**config.mk**
```make
export PLATFORM = sky130hd
export DESIGN_NAME = rr_mux
export DESIGN_NICKNAME = d
export VERILOG_FILES = /design/src/rtl/rr_mux_pkg.sv /design/src/rtl/rr_arbiter.sv /design/src/rtl/rr_mux.sv
export SDC_FILE = /design/constraint.sdc
export NUM_CORES = 1
export LEC_CHECK = 0
export ABC_AREA = 1
export ABC_CLOCK_PERIOD_IN_PS = 2470
export CELL_PAD_IN_SITES_DETAIL_PLACEMENT = 1
export CELL_PAD_IN_SITES_GLOBAL_PLACEMENT = 2
export CORE_ASPECT_RATIO = 1.25
export CORE_MARGIN = 3
export CORE_UTILIZATION = 17
export DETAILED_ROUTE_END_ITERATION = 16
export HOLD_SLACK_MARGIN = 0.03
export PLACE_DENSITY_LB_ADDON = 0.1
export SLEW_MARGIN = 20
export SYNTH_ARGS = -nofsm -noshare
export SYNTH_HDL_FRONTEND = slang
export SYNTH_SLANG_ARGS = --single-unit
```
**constraint.sdc**
```tcl
create_clock -name clk -period 2.47 [get_ports clk]
set_clock_uncertainty 0.05 [all_clocks]
set_input_delay 0.494 -clock clk [delete_from_list [all_inputs] [get_ports clk]]
set_output_delay 0.494 -clock clk [all_outputs]
set_load 0.1 [all_outputs]
```
**src/rtl/rr_mux_pkg.sv**
```systemverilog
// Shared constants and helpers for the round-robin output-registered mux.
package rr_mux_pkg;

  localparam int unsigned ChMin = 2;
  localparam int unsigned ChMax = 16;

  // Index width for n channels; n >= 2 always yields at least one bit.
  function automatic int unsigned idx_width(input int unsigned n);
    int unsigned w;
    w = 0;
    for (int unsigned i = 0; i < 32; i++) begin
      if ((32'd1 << i) < n) begin
        w = i + 1;
      end
    end
    return w;
  endfunction

endpackage

```
**src/rtl/rr_arbiter.sv**
```systemverilog
// Combinational round-robin grant: first requester at or above ptr_i, wrapping to 0.
module rr_arbiter
  import rr_mux_pkg::*;
#(
  parameter int unsigned CH = 4,
  localparam int unsigned IdxW = idx_width(CH)
) (
  input  logic [CH-1:0]   req_i,
  input  logic [IdxW-1:0] ptr_i,
  input  logic            en_i,
  output logic [CH-1:0]   gnt_o,
  output logic [IdxW-1:0] idx_o
);

  int unsigned cand;
  logic        found;

  always_comb begin
    gnt_o = '0;
    idx_o = '0;
    found = 1'b0;
    cand  = 0;
    for (int unsigned off = 0; off < CH; off++) begin
      cand = 32'(ptr_i) + off;
      if (cand >= CH) begin
        cand = cand - CH;
      end
      if (en_i && !found && req_i[IdxW'(cand)]) begin
        found                = 1'b1;
        gnt_o[IdxW'(cand)]   = 1'b1;
        idx_o                = IdxW'(cand);
      end
    end
  end

endmodule

```
**src/rtl/rr_mux.sv**
```systemverilog
// Round-robin N:1 mux with a single registered output stage and full throughput.
// Optional packet locking (in_last port) is enabled by defining RR_MUX_LOCK_EN.
module rr_mux
  import rr_mux_pkg::*;
#(
  parameter int unsigned WIDTH = 16,
  parameter int unsigned CH    = 4,
  localparam int unsigned IdxW = idx_width(CH)
) (
  input  logic                clk,
  input  logic                rst_n,
  input  logic [CH*WIDTH-1:0] in_data,
  input  logic [CH-1:0]       in_valid,
`ifdef RR_MUX_LOCK_EN
  input  logic [CH-1:0]       in_last,
`endif
  output logic [CH-1:0]       in_ready,
  output logic [WIDTH-1:0]    out_data,
  output logic                out_valid,
  input  logic                out_ready,
  output logic [IdxW-1:0]     out_ch
);

  if (CH < ChMin || CH > ChMax) begin : g_ch_range
    $error("rr_mux: CH out of supported range");
  end

  logic             free;
  logic             accept;
  logic [CH-1:0]    req;
  logic [CH-1:0]    gnt;
  logic [IdxW-1:0]  gnt_idx;
  logic [IdxW-1:0]  ptr_inc;
  logic [WIDTH-1:0] sel_data;

  logic [WIDTH-1:0] data_q, data_d;
  logic [IdxW-1:0]  ch_q, ch_d;
  logic             valid_q, valid_d;
  logic [IdxW-1:0]  ptr_q, ptr_d;

  // Output slot can take a new beat if empty or being drained this cycle.
  assign free = !valid_q || out_ready;

`ifdef RR_MUX_LOCK_EN
  logic            lock_q, lock_d;
  logic [IdxW-1:0] lock_ch_q, lock_ch_d;

  always_comb begin
    req = in_valid;
    if (lock_q) begin
      req            = '0;
      req[lock_ch_q] = in_valid[lock_ch_q];
    end
  end
`else
  assign req = in_valid;
`endif

  rr_arbiter #(
    .CH(CH)
  ) u_arbiter (
    .req_i(req),
    .ptr_i(ptr_q),
    .en_i (free),
    .gnt_o(gnt),
    .idx_o(gnt_idx)
  );

  assign in_ready = gnt;
  assign accept   = |gnt;
  assign ptr_inc  = (gnt_idx == IdxW'(CH - 1)) ? '0 : gnt_idx + IdxW'(1);

  always_comb begin
    sel_data = '0;
    for (int unsigned i = 0; i < CH; i++) begin
      if (gnt[i]) begin
        sel_data = sel_data | in_data[i*WIDTH +: WIDTH];
      end
    end
  end

  always_comb begin
    data_d  = data_q;
    ch_d    = ch_q;
    valid_d = valid_q;
    ptr_d   = ptr_q;
`ifdef RR_MUX_LOCK_EN
    lock_d    = lock_q;
    lock_ch_d = lock_ch_q;
`endif
    if (accept) begin
      data_d  = sel_data;
      ch_d    = gnt_idx;
      valid_d = 1'b1;
      ptr_d   = ptr_inc;
`ifdef RR_MUX_LOCK_EN
      // Mid-packet beats hold the pointer so rotation resumes after the packet.
      if (in_last[gnt_idx]) begin
        lock_d = 1'b0;
      end else begin
        lock_d    = 1'b1;
        lock_ch_d = gnt_idx;
        ptr_d     = ptr_q;
      end
`endif
    end else if (out_ready) begin
      valid_d = 1'b0;
    end
  end

  always_ff @(posedge clk or negedge rst_n) begin
    if (!rst_n) begin
      data_q  <= '0;
      ch_q    <= '0;
      valid_q <= 1'b0;
      ptr_q   <= '0;
    end else begin
      data_q  <= data_d;
      ch_q    <= ch_d;
      valid_q <= valid_d;
      ptr_q   <= ptr_d;
    end
  end

`ifdef RR_MUX_LOCK_EN
  always_ff @(posedge clk or negedge rst_n) begin
    if (!rst_n) begin
      lock_q    <= 1'b0;
      lock_ch_q <= '0;
    end else begin
      lock_q    <= lock_d;
      lock_ch_q <= lock_ch_d;
    end
  end
`endif

  assign out_data  = data_q;
  assign out_ch    = ch_q;
  assign out_valid = valid_q;

  a_ready_onehot: assert property (@(posedge clk) disable iff (!rst_n) $onehot0(in_ready));

endmodule

```
==> flow_summary_export.csv <==
group,metric,value,unit
logic_synthesis,synth_fp_nets,359,
clock_tree,clkSinkCount,21,
global_route,grt_overflow,0,
routing,firstDrtPassIters,4,
routing,drt_iter0_markers,42,
min_path,whs_path_depth,2,
routing,drt-vias-per-instance,4.22,
placement,dpl.hpwl,6150,microns
setup_path,reg2reg_depth,16,
cells_and_area,fin_nets,483,
floorplan,die_area,11900,sq um
logic_synthesis,postSynthAreaPerCell,6.38,sq um
timing,finalCritPeriodShare,0.991,
min_path,hp-class,"flip-flop to flip-flop",
setup_path,critPathKind,"flip-flop to output port",
cells_and_area,drive_gt1_frac,0.242,
timing,finalSetupViolCount,0,
min_path,min_to,"out_data[11]",
placement,place.gp.congestion,0.770,
clock_tree,numCtsBuffers,3,
clock_tree,htree_levels,1,
global_route,grt_pass1_vias,2384,
floorplan,ioPinCount,94,
timing,finalSetupTns,0,ps
setup_path,r2r_slack,180,ps
logic_synthesis,synth_cell_type_count,20,
run_status,outcome,"completed",
floorplan,core_area,10200,sq um
global_route,antenna_found_initial,0,
floorplan,dieWidth,98.0,microns
global_route,grt_max_degree,22,
cells_and_area,stdcell_area,3270,sq um
routing,num_vias,2254,
global_route,grt.total_usage,0.134,
timing,post-route-min-period,2450,ps
logic_synthesis,netlist_instances,282,
setup_path,cp_max_fo,5,
clock_tree,clock_latency,260,ps
placement,port_buffers,93,
placement,placed_area,3030,sq um
logic_synthesis,synth.largest_area_cell,"nand2_1",
logic_synthesis,synth_seq_area_share,0.292,
setup_path,cp_data_arrival_time,1900,ps
setup_path,worstReg2RegEnd,"ptr_q[1]",
floorplan,core.rowCount,41,
timing,slew_headroom,0.789,
routing,finalWirelength,7910,microns
timing,rsz0062_at_grt,"yes",
clock_tree,clkSlewWorstSetupHoldPaths,60,ps
timing,drv_slew,0,
floorplan,die_h,121,microns
logic_synthesis,yosysWarnings,0,
setup_path,end_kind,"output port",
global_route,grt_first_pass_wirelength,12700,microns
clock_tree,clockBufferDepth,2,
logic_synthesis,yosysTopAreaCellShare,0.319,
timing,worstMarginPinSlew,316,ps
timing,finalHoldViolCount,0,
logic_synthesis,netlist_area,1800,sq um
floorplan,start_util,0.176,
logic_synthesis,synth_area_leaders,"nand2_1, dfrtp_1, nand3_1, buf_6, ha_1",
routing,avgRoutedWirePerCell,14.8,microns
clock_tree,cts_tree,"done",
routing,drc_errors,0,
timing,whs,465,ps
cells_and_area,area_growth,81.4,%
routing,final_antenna_net_count,0,
clock_tree,root_buffer,"clkbuf_16",
clock_tree,cts_hold_buf,0,
setup_path,start_kind,"flip-flop",
min_path,worstHoldStart,"out_data[11]",
cells_and_area,num_antenna_cells,0,
timing,fmax,0.408,GHz
run,maxCapViolCount,0,
logic_synthesis,ys_seq_elements,21,
setup_path,crit_required,1930,ps
[per-stage QoR]
stage	worst slack [ps]	cells	utilization
floorplan	5.63	282	-
CTS	-0.795	532	0.317
global placement	-51.3	519	0.297
global route	-83.6	534	0.320
finish	21.8	534	0.320
detailed placement	-108	519	0.297
[what timing repair did]
action                     CTS  global route
setup endpoints to repair    4             4
pin swaps                   13             8
setup buffers                8             2
cloned                       1             0
resized for setup           19             6
[synthesized netlist by cell type (all sizes together)]
cell type	n
nand2	158
nand3	40
nor2	24
dfrtp	21
inv	12
buf	10
ha	6
nand4	4
o21ai	4
a21oi	2
nand3b	1
[cell usage in the layout, fill, tap and decap left out]
cell	synthesis	routed
nand2_1	153	150
clkdlybuf4s50_1	0	66
buf_4	3	50
nand3_1	32	25
dfrtp_1	21	20
nor2_1	19	19
nand3_2	5	10
inv_1	10	7
buf_12	0	7
nand2_2	4	6
nand3_4	3	5
nor2_4	2	5
ha_1	6	5
nand4_1	4	4
o21ai_0	4	4
dlygate4sd2_1	0	4
clkbuf_16	0	3
inv_2	1	2
nand2_4	1	2
inv_4	0	2
a21oi_1	2	2
inv_6	1	1
nor2_2	3	1
nand3b_1	1	1
ha_4	0	1
dfrtp_2	0	1
clkinv_2	0	1
buf_6	7	1
[final cells by class]
type	count	area (sq um)
inverters	12	55.1
multi-input cells	240	1220
well taps	129	161
clock inverters	1	5.00
fillers	1290	6940
repair buffers	128	1220
flip-flops and latches	21	527
clock buffers	3	75.1
[worst max-delay path by stage]
stage | to | slack [ps] | cells after the start
2_1_floorplan | in_ready[2] | 6 | 9
3_3_place_gp | in_ready[1] | -50 | 9
3_5_place_dp | in_ready[1] | -110 | 9
4_1_cts | in_ready[1] | -0.8 | 10
5_1_grt | in_ready[1] | -80 | 9
6_report | in_ready[0] | 20 | 10
[critical path, cell delays in order, from the launching register on]
cell and delay [ps]:
dfrtp_2 440, inv_6 70, ha_4 210, inv_4 80, nand3_4 80, nand2_2 90, inv_4 50, nor2_4 200
nand3_2 120, nand3_4 130, buf_12 180
[state kept, by name, indices dropped and copies added (netlist names), named ones only]
register   cells
ptr_q          1
out_data      16
out_valid      1
out_ch         2
[per-layer routing]
layer | track usage | routed length (microns)
met1 | 0.169 | 3540
met2 | 0.242 | 4000
met3 | 0.0150 | 306
met4 | 0.0312 | 66
met5 | 0 | 0
[kinds of logic (layout without fill, tap and decap cells)]
| kind of cell | Yosys count | in the layout | share of synthesized area |
|---|---|---|---|
| fa+ha+maj | 6 | 6 | 0.0417 |
| simple gates | 227 | 228 | 0.566 |
| flops | 21 | 21 | 0.292 |
| compound gates | 6 | 6 | 0.0167 |
| buf+inv | 22 | 144 | 0.0841 |
Power is left out: the tool's default activity adds up to more than one toggle a clock period on the data nets, which glitch-free logic cannot reach.
